==> src/rtl/spi_master.sv <==
// SPI initiator: one DATA_W-bit frame per start, all four CPOL/CPHA modes, sclk = clk/(2*CLK_DIV).
// Define SPI_MASTER_LSB_FIRST_EN to shift LSB first on both mosi and miso (default MSB first).
module spi_master #(
    parameter int DATA_W  = 8,
    parameter int CLK_DIV = 4
) (
    input  logic              clk,
    input  logic              reset,
    input  logic              start,
    input  logic [DATA_W-1:0] datain,
    input  logic              cpol,
    input  logic              cpha,
    input  logic              miso,
    output logic              sclk,
    output logic              mosi,
    output logic              ss,
    output logic [DATA_W-1:0] dataout,
    output logic              busy,
    output logic              done,
    output logic [1:0]        statemon
);

    localparam int CNT_W  = (CLK_DIV > 1) ? $clog2(CLK_DIV) : 1;
    localparam int EDGE_W = $clog2(2 * DATA_W) + 1;

    typedef enum logic [1:0] {
        IDLE   = 2'b00,
        SETUP  = 2'b01,
        XFER   = 2'b10,
        FINISH = 2'b11
    } state_t;

    state_t             state;
    logic [CNT_W-1:0]   div_cnt;
    logic [EDGE_W-1:0]  edge_cnt;
    logic [DATA_W-1:0]  tx_sr;
    logic [DATA_W-1:0]  rx_sr;
    logic               cpha_l;

    logic div_end;
    logic leading;
    logic last_edge;

    // Bit-order helpers: tx_sr always holds the bits not yet put on mosi.
    function automatic logic tx_bit(input logic [DATA_W-1:0] w);
`ifdef SPI_MASTER_LSB_FIRST_EN
        return w[0];
`else
        return w[DATA_W-1];
`endif
    endfunction

    function automatic logic [DATA_W-1:0] tx_shift(input logic [DATA_W-1:0] w);
`ifdef SPI_MASTER_LSB_FIRST_EN
        return w >> 1;
`else
        return w << 1;
`endif
    endfunction

    function automatic logic [DATA_W-1:0] rx_shift(input logic [DATA_W-1:0] w, input logic b);
`ifdef SPI_MASTER_LSB_FIRST_EN
        return {b, w[DATA_W-1:1]};
`else
        return {w[DATA_W-2:0], b};
`endif
    endfunction

    assign div_end   = (div_cnt == CNT_W'(CLK_DIV - 1));
    assign leading   = ~edge_cnt[0];
    assign last_edge = (edge_cnt == EDGE_W'(2 * DATA_W - 1));
    assign statemon  = state;

    always_ff @(posedge clk) begin
        if (!reset) begin
            state    <= IDLE;
            ss       <= 1'b1;
            sclk     <= cpol;
            mosi     <= 1'b0;
            dataout  <= '0;
            busy     <= 1'b0;
            done     <= 1'b0;
            div_cnt  <= '0;
            edge_cnt <= '0;
        end else begin
            done <= 1'b0;
            case (state)
                IDLE: begin
                    sclk     <= cpol;
                    div_cnt  <= '0;
                    edge_cnt <= '0;
                    // The done cycle itself never accepts, guaranteeing one idle clk.
                    if (start && !done) begin
                        cpha_l <= cpha;
                        ss     <= 1'b0;
                        busy   <= 1'b1;
                        state  <= SETUP;
                        if (!cpha) begin
                            mosi  <= tx_bit(datain);
                            tx_sr <= tx_shift(datain);
                        end else begin
                            tx_sr <= datain;
                        end
                    end
                end
                SETUP: begin
                    if (div_end) begin
                        div_cnt <= '0;
                        state   <= XFER;
                    end else begin
                        div_cnt <= div_cnt + 1'b1;
                    end
                end
                XFER: begin
                    if (div_end) begin
                        div_cnt  <= '0;
                        sclk     <= ~sclk;
                        edge_cnt <= edge_cnt + 1'b1;
                        if (leading) begin
                            if (cpha_l) begin
                                mosi  <= tx_bit(tx_sr);
                                tx_sr <= tx_shift(tx_sr);
                            end else begin
                                rx_sr <= rx_shift(rx_sr, miso);
                            end
                        end else begin
                            if (cpha_l) begin
                                rx_sr <= rx_shift(rx_sr, miso);
                            end else if (!last_edge) begin
                                mosi  <= tx_bit(tx_sr);
                                tx_sr <= tx_shift(tx_sr);
                            end
                        end
                        if (last_edge) begin
                            state <= FINISH;
                        end
                    end else begin
                        div_cnt <= div_cnt + 1'b1;
                    end
                end
                FINISH: begin
                    if (div_end) begin
                        div_cnt <= '0;
                        ss      <= 1'b1;
                        dataout <= rx_sr;
                        done    <= 1'b1;
                        busy    <= 1'b0;
                        state   <= IDLE;
                    end else begin
                        div_cnt <= div_cnt + 1'b1;
                    end
                end
                default: state <= IDLE;
            endcase
        end
    end

endmodule

==> config.mk <==
export PLATFORM = sky130hd
export DESIGN_NAME = spi_master
export DESIGN_NICKNAME = d
export VERILOG_FILES = /design/src/rtl/spi_master.sv
export SDC_FILE = /design/constraint.sdc
export NUM_CORES = 1
export LEC_CHECK = 0
export ABC_AREA = 1
export ABC_CLOCK_PERIOD_IN_PS = 2000
export CAP_MARGIN = 10
export CORE_AREA = 3 3 66 68
export CTS_CLUSTER_SIZE = 40
export DETAILED_ROUTE_END_ITERATION = 10
export DIE_AREA = 0 0 69 71
export PLACE_DENSITY = 0.73
export RECOVER_POWER = 25
export REMOVE_ABC_BUFFERS = 1
export SLEW_MARGIN = 15
export SYNTH_ARGS = -nofsm -noshare
export SYNTH_HDL_FRONTEND = slang
export SYNTH_SLANG_ARGS = --single-unit
==> constraint.sdc <==
create_clock -name clk -period 2 [get_ports clk]
set_clock_uncertainty 0.2 [all_clocks]
set_input_delay 0.2 -clock clk [delete_from_list [all_inputs] [get_ports clk]]
set_output_delay 0.2 -clock clk [all_outputs]
set_load 0.03 [all_outputs]
Word level (Yosys, flattened, before mapping)
Index checks and enable logic that the tools add are counted.

storage, ports and cells
  memories = 0
  bits of input ports = 14
  latch bits = 0
  word-level logic and storage cells = 88
  bits in registers = 39
  bits in writable memories = 0
  memory bits (read-only) = 0

cells by class
  shifts and indexed selects = 0
  add/sub/neg operators = 2
  bitwise operators = 1
  muxes and demuxes = 39
  reductions and logical operators = 16
  equality and inequality tests = 18
  divide/modulo/power cells = 0
  order comparisons = 0
  multiply operators = 0

operator list
  operator                                              count
  2-to-1 mux 8 bit                                      10
  case mux 8 bit (2 select lines)                       1
  2-to-1 mux 1 bit                                      14
  != test 2 bit (second input constant)                 7
  AND reduction 7 bit                                   2
  2-to-1 mux 2 bit                                      6
  != test 3 bit (second input constant)                 4
  case mux 5 bit (2 select lines)                       1
  AND reduction 5 bit                                   2
  case mux 1 bit (2 select lines)                       4
  case mux 2 bit (4 select lines)                       1
  AND reduction 2 bit                                   4
  equality test 2 bit (second input constant)           3
  AND reduction 3 bit                                   2
  adder 5 x 1 -> 5 bit (second input constant)          1
  equality test 5 x 4 -> 1 bit (second input constant)  1
  2-to-1 mux 5 bit                                      1
  case mux 2 bit (2 select lines)                       1
  nonzero test 2 bit                                    2
  != test 3 x 1 -> 1 bit (second input constant)        1
  OR reduction 3 bit                                    1
  adder 2 x 1 -> 2 bit (second input constant)          1
  equality test 2 x 1 -> 1 bit (second input constant)  1
  zero test 2 bit                                       1
  4 further kinds                                       4

Logic depth before layout (Yosys ltp)
  depth in word-level cells = 6
  depth in mapped cells = 10
  mapped depth without buffers = 10

Least setup slack after synthesis
OpenSTA, ideal clock, no wires.

  kind = reg2reg
  start = register state[0], in the netlist statemon[0]
  end = register tx_sr[0], enable pin
  cell stages (with the launch flop) = 7
  arrival time = 1.862 ns
  slack = -0.445 ns
  library setup time = 0.383 ns
  path through = dfxtp_1 inv_1 ha_1 buf_6 nand3_2 nand3_2 nor3_1

on the way
  word-level cells in the longest chain between the ends = 3
  elaborated cells between the ends (all ways) = 9
  those cells by class = 6 x eq/ne; 3 x reduce/logical

RTL lines
  item                                                           RTL line  text
  start, declared                                                33        state_t state;
  start signal, assigned                                         76        state <= IDLE;
  start signal, assigned                                         97        state <= SETUP;
  start signal, assigned                                         109       state <= XFER;
  equality test 2 bit / zero test 2 bit (equally long branches)  87        case (state)
  != test 3 bit (no source line), or another cell as far along   --
  AND reduction 7 bit (no source line) (*)                       --
  end signal, assigned                                           100       tx_sr <= tx_shift(datain);
  end signal, assigned                                           102       tx_sr <= datain;
  end signal, assigned                                           122       tx_sr <= tx_shift(tx_sr);
  end, declared                                                  36        logic [DATA_W-1:0] tx_sr;

Mark *: on every way between the ends. The rest lies on a longest branch, timed or not.
A chain may end at the register's enable or synchronous reset.

Worst setup path in the final report
  start = register edge_cnt[0]
  end = register tx_sr[5], enable pin

on the way
  word-level cells in the longest chain between the ends = 3
  elaborated cells between the ends (all ways) = 5
  those cells by class = 4 x eq/ne; 1 x reduce/logical

RTL lines
  item                                      RTL line  text
  start, declared                           35        logic [EDGE_W-1:0] edge_cnt;
  start signal, assigned                    118       edge_cnt <= edge_cnt + 1'b1;
  equality test 5 x 4 -> 1 bit              71        assign last_edge = (edge_cnt == EDGE_W'(2 * DATA_W - 1));
  != test 3 bit (no source line)            --
  AND reduction 7 bit (no source line) (*)  --

Marked as above.

==> impl_metrics.toml <==
[worst_setup_path]
cp.required_ps = 1800
worstSetupPathType = "register to register"
ff2ff_setup_slack_ps = 100
critical_path_depth = 8
endpoint_kind = "register"
worstSetupStartpoint = "edge_cnt[0]$_SDFFE_PN0P_"
rr_worst_depth = 8
cp-start-kind = "register"
r2r_start = "edge_cnt[0]$_SDFFE_PN0P_"
cpPeakStageDelay_ps = 330
path_delay_family = "simple AND/OR/NAND/NOR gates"
arrival_ps = 1700
timing.rr.end = "tx_sr[5]$_DFFE_PP_"
crit_chain = "ha_1 > nand2_1 > nor2_1 > ha_1 > nand3_2 > nand3_2 > nor3_2 > buf_4"
cp_max_fo = 8
endpoint = "tx_sr[5]$_DFFE_PP_"
critical_path.slowest_cell = "dfxtp_1"
worst-path-buf-inv = 1

[final_layout]
area_growth_pct = 25.6
layout_commonest_cell = "nor2_1"
fin_nets = 269
drive_gt1_share_pct = 10.1
regArea_um2 = 961
fill_cells = 373
multi_input_area_um2 = 713
antenna_cells = 0
final_cell_mix = "42 x nor2_1, 31 x nand2_1, 26 x clkdlybuf4s50_1"
design_area_um2 = 2260
layoutNonFillerInstCount = 297
utilization_pct = 57.7

[routing]
drtIter0Drc = 71
vias = 1421
post-route-drc-count = 0
wire_per_inst_um = 11.8
drt_pass1_iterations = 4
ant_nets = 0
totalWireLength_um = 3510
vias_per_cell = 4.78

[power_and_ir_drop]
p_per_area_nw_per_um2 = 1060
leakage_nw = 0.913
power.total_mw = 2.39
ir_drop_mv = 0.572

[synthesis]
synth_seq_cells = 39
syn_inst = 207
postSynth.asyncResetShare_pct = 0
avgSynthCellArea_um2 = 8.69
synth-edff-count = 18
synth_ff_type = "dfxtp_1"
syn_area_um2 = 1800
ys_warn_count = 0
yosysSeqAreaShare_pct = 53.4
synth_cell_types = 24

[min_path]
holdCritPathClass = "register to register"

[grt]
grt_use_met3_pct = 3.84
grt-busiest-layer = "met2"
grt_first_pass_wirelength_um = 6150
grt_max_degree = 19
grt_util_met1_pct = 20.4
grt.met2_usage_pct = 25.2
grt_usage_pct = 15.6
grt_pass1_vias = 1393
grt-ovfl-total = 0
antenna_found_initial = 0

[clock_network]
cts_sinks = 39
clock_path_buffers = 2
cts-root-buf = "clkbuf_8"
cts_setup_buffers = 0
insertion_delay_ps = 280
h-tree-depth = 2
cts_tree = "yes"
numCtsBuffers = 5
clk_pin_slew_ps = 70

[die]
dieWidth_um = 69
initial_core_util_pct = 46.0
pin_count = 29
core_um2 = 3910
die_y_um = 71
std_cell_rows = 23
fp.dieArea_um2 = 4900

[placement]
dp_slack_ps = 99.9
placed_cell_area_um2 = 2180
placement.io_buffers = 28
place_congestion = 0.832
dp_hpwl_um = 2730
dp.cells = 289

[sta]
fin_ws_ps = 97.2
relSlewSlack_pct = 73.7
finalCriticalPeriod_ps = 1900
tns_ps = 0
finalCritPeriodShare_pct = 95.1
hold_viol_final = 0
fmax_ghz = 0.526
setup_viol = 0
worst_hold_slack_ps = 220
slew_violations = 0
worst_pin_slew_ps = 393

[run_status]
status = "finished, final reports clean"

[run]
cap_viol_max_count = 0
-- metal layers --
layer / routed length [µm] / vias to the layer above
li1: - / 754
met1: 1670 / 647
met3: 89 / 2
met5: 0 / -
met2: 1730 / 18
met4: 27 / 0
-- power breakdown --
part           total [mW]  internal, mW  switching, mW
Clock               0.499         0.243          0.256
Combinational       0.870         0.337          0.533
Sequential           1.02         0.973         0.0490
-- flip-flops by register name (all words and copies together) (netlist names), 2 cells and up --
signal / count
edge_cnt: 5
dataout: 8
rx_sr: 8
tx_sr: 8
div_cnt: 2
statemon: 2
-- worst min path at each step --
stage	startpoint	to	slack (ps)	depth (start not counted)
after floorplan	reset	ss$_SDFFE_PN1P_	70	1
after global placement	div_cnt[0]$_SDFF_PP0_	div_cnt[0]$_SDFF_PP0_	210	1
after detailed placement	div_cnt[0]$_SDFF_PP0_	div_cnt[0]$_SDFF_PP0_	220	1
after CTS	div_cnt[0]$_SDFF_PP0_	div_cnt[0]$_SDFF_PP0_	230	1
after global routing	div_cnt[0]$_SDFF_PP0_	div_cnt[0]$_SDFF_PP0_	240	1
final	div_cnt[0]$_SDFF_PP0_	div_cnt[0]$_SDFF_PP0_	220	1
-- cells in the mapped netlist (2+ instances only) --
cell type,count,area [µm²]
nor2_1,42,158
nand2_1,31,116
inv_1,25,93.8
dfxtp_1,21,420
a21oi_1,20,100
edfxtp_1,18,541
o21ai_0,13,65.1
ha_1,9,113
nand3_1,5,25.0
buf_2,4,20.0
nand2_2,3,18.8
nand3_2,2,20.0
nand3b_1,2,15.0
nand4_1,2,12.5
-- logic make-up after synthesis --
| family | Yosys count | share of synthesized area [%] |
|---|---|---|
| and+or+nand+nor | 89 | 21.1 |
| AOI/OAI and AO/OA | 39 | 11.8 |
| DFF | 39 | 53.4 |
| buffers and inverters | 31 | 7.37 |
| adders and majority gates | 9 | 6.26 |
-- what timing repair did --
action,in CTS,in global routing
gates resized for setup,0,2
hold buffers,0,0
setup endpoints to repair,0,8
-- final cells by class --
| cell class | instances | share of cell area, % |
|---|---|---|
| clock buffers | 6 | 3.21 |
| clock inverters | 2 | 0.554 |
| inverters | 25 | 4.15 |
| multi-input cells | 137 | 31.6 |
| flip-flops and latches | 39 | 42.5 |
| well taps | 50 | 2.77 |
| repair buffers | 38 | 15.2 |
Note: power is estimated with default switching activity, not from simulation.
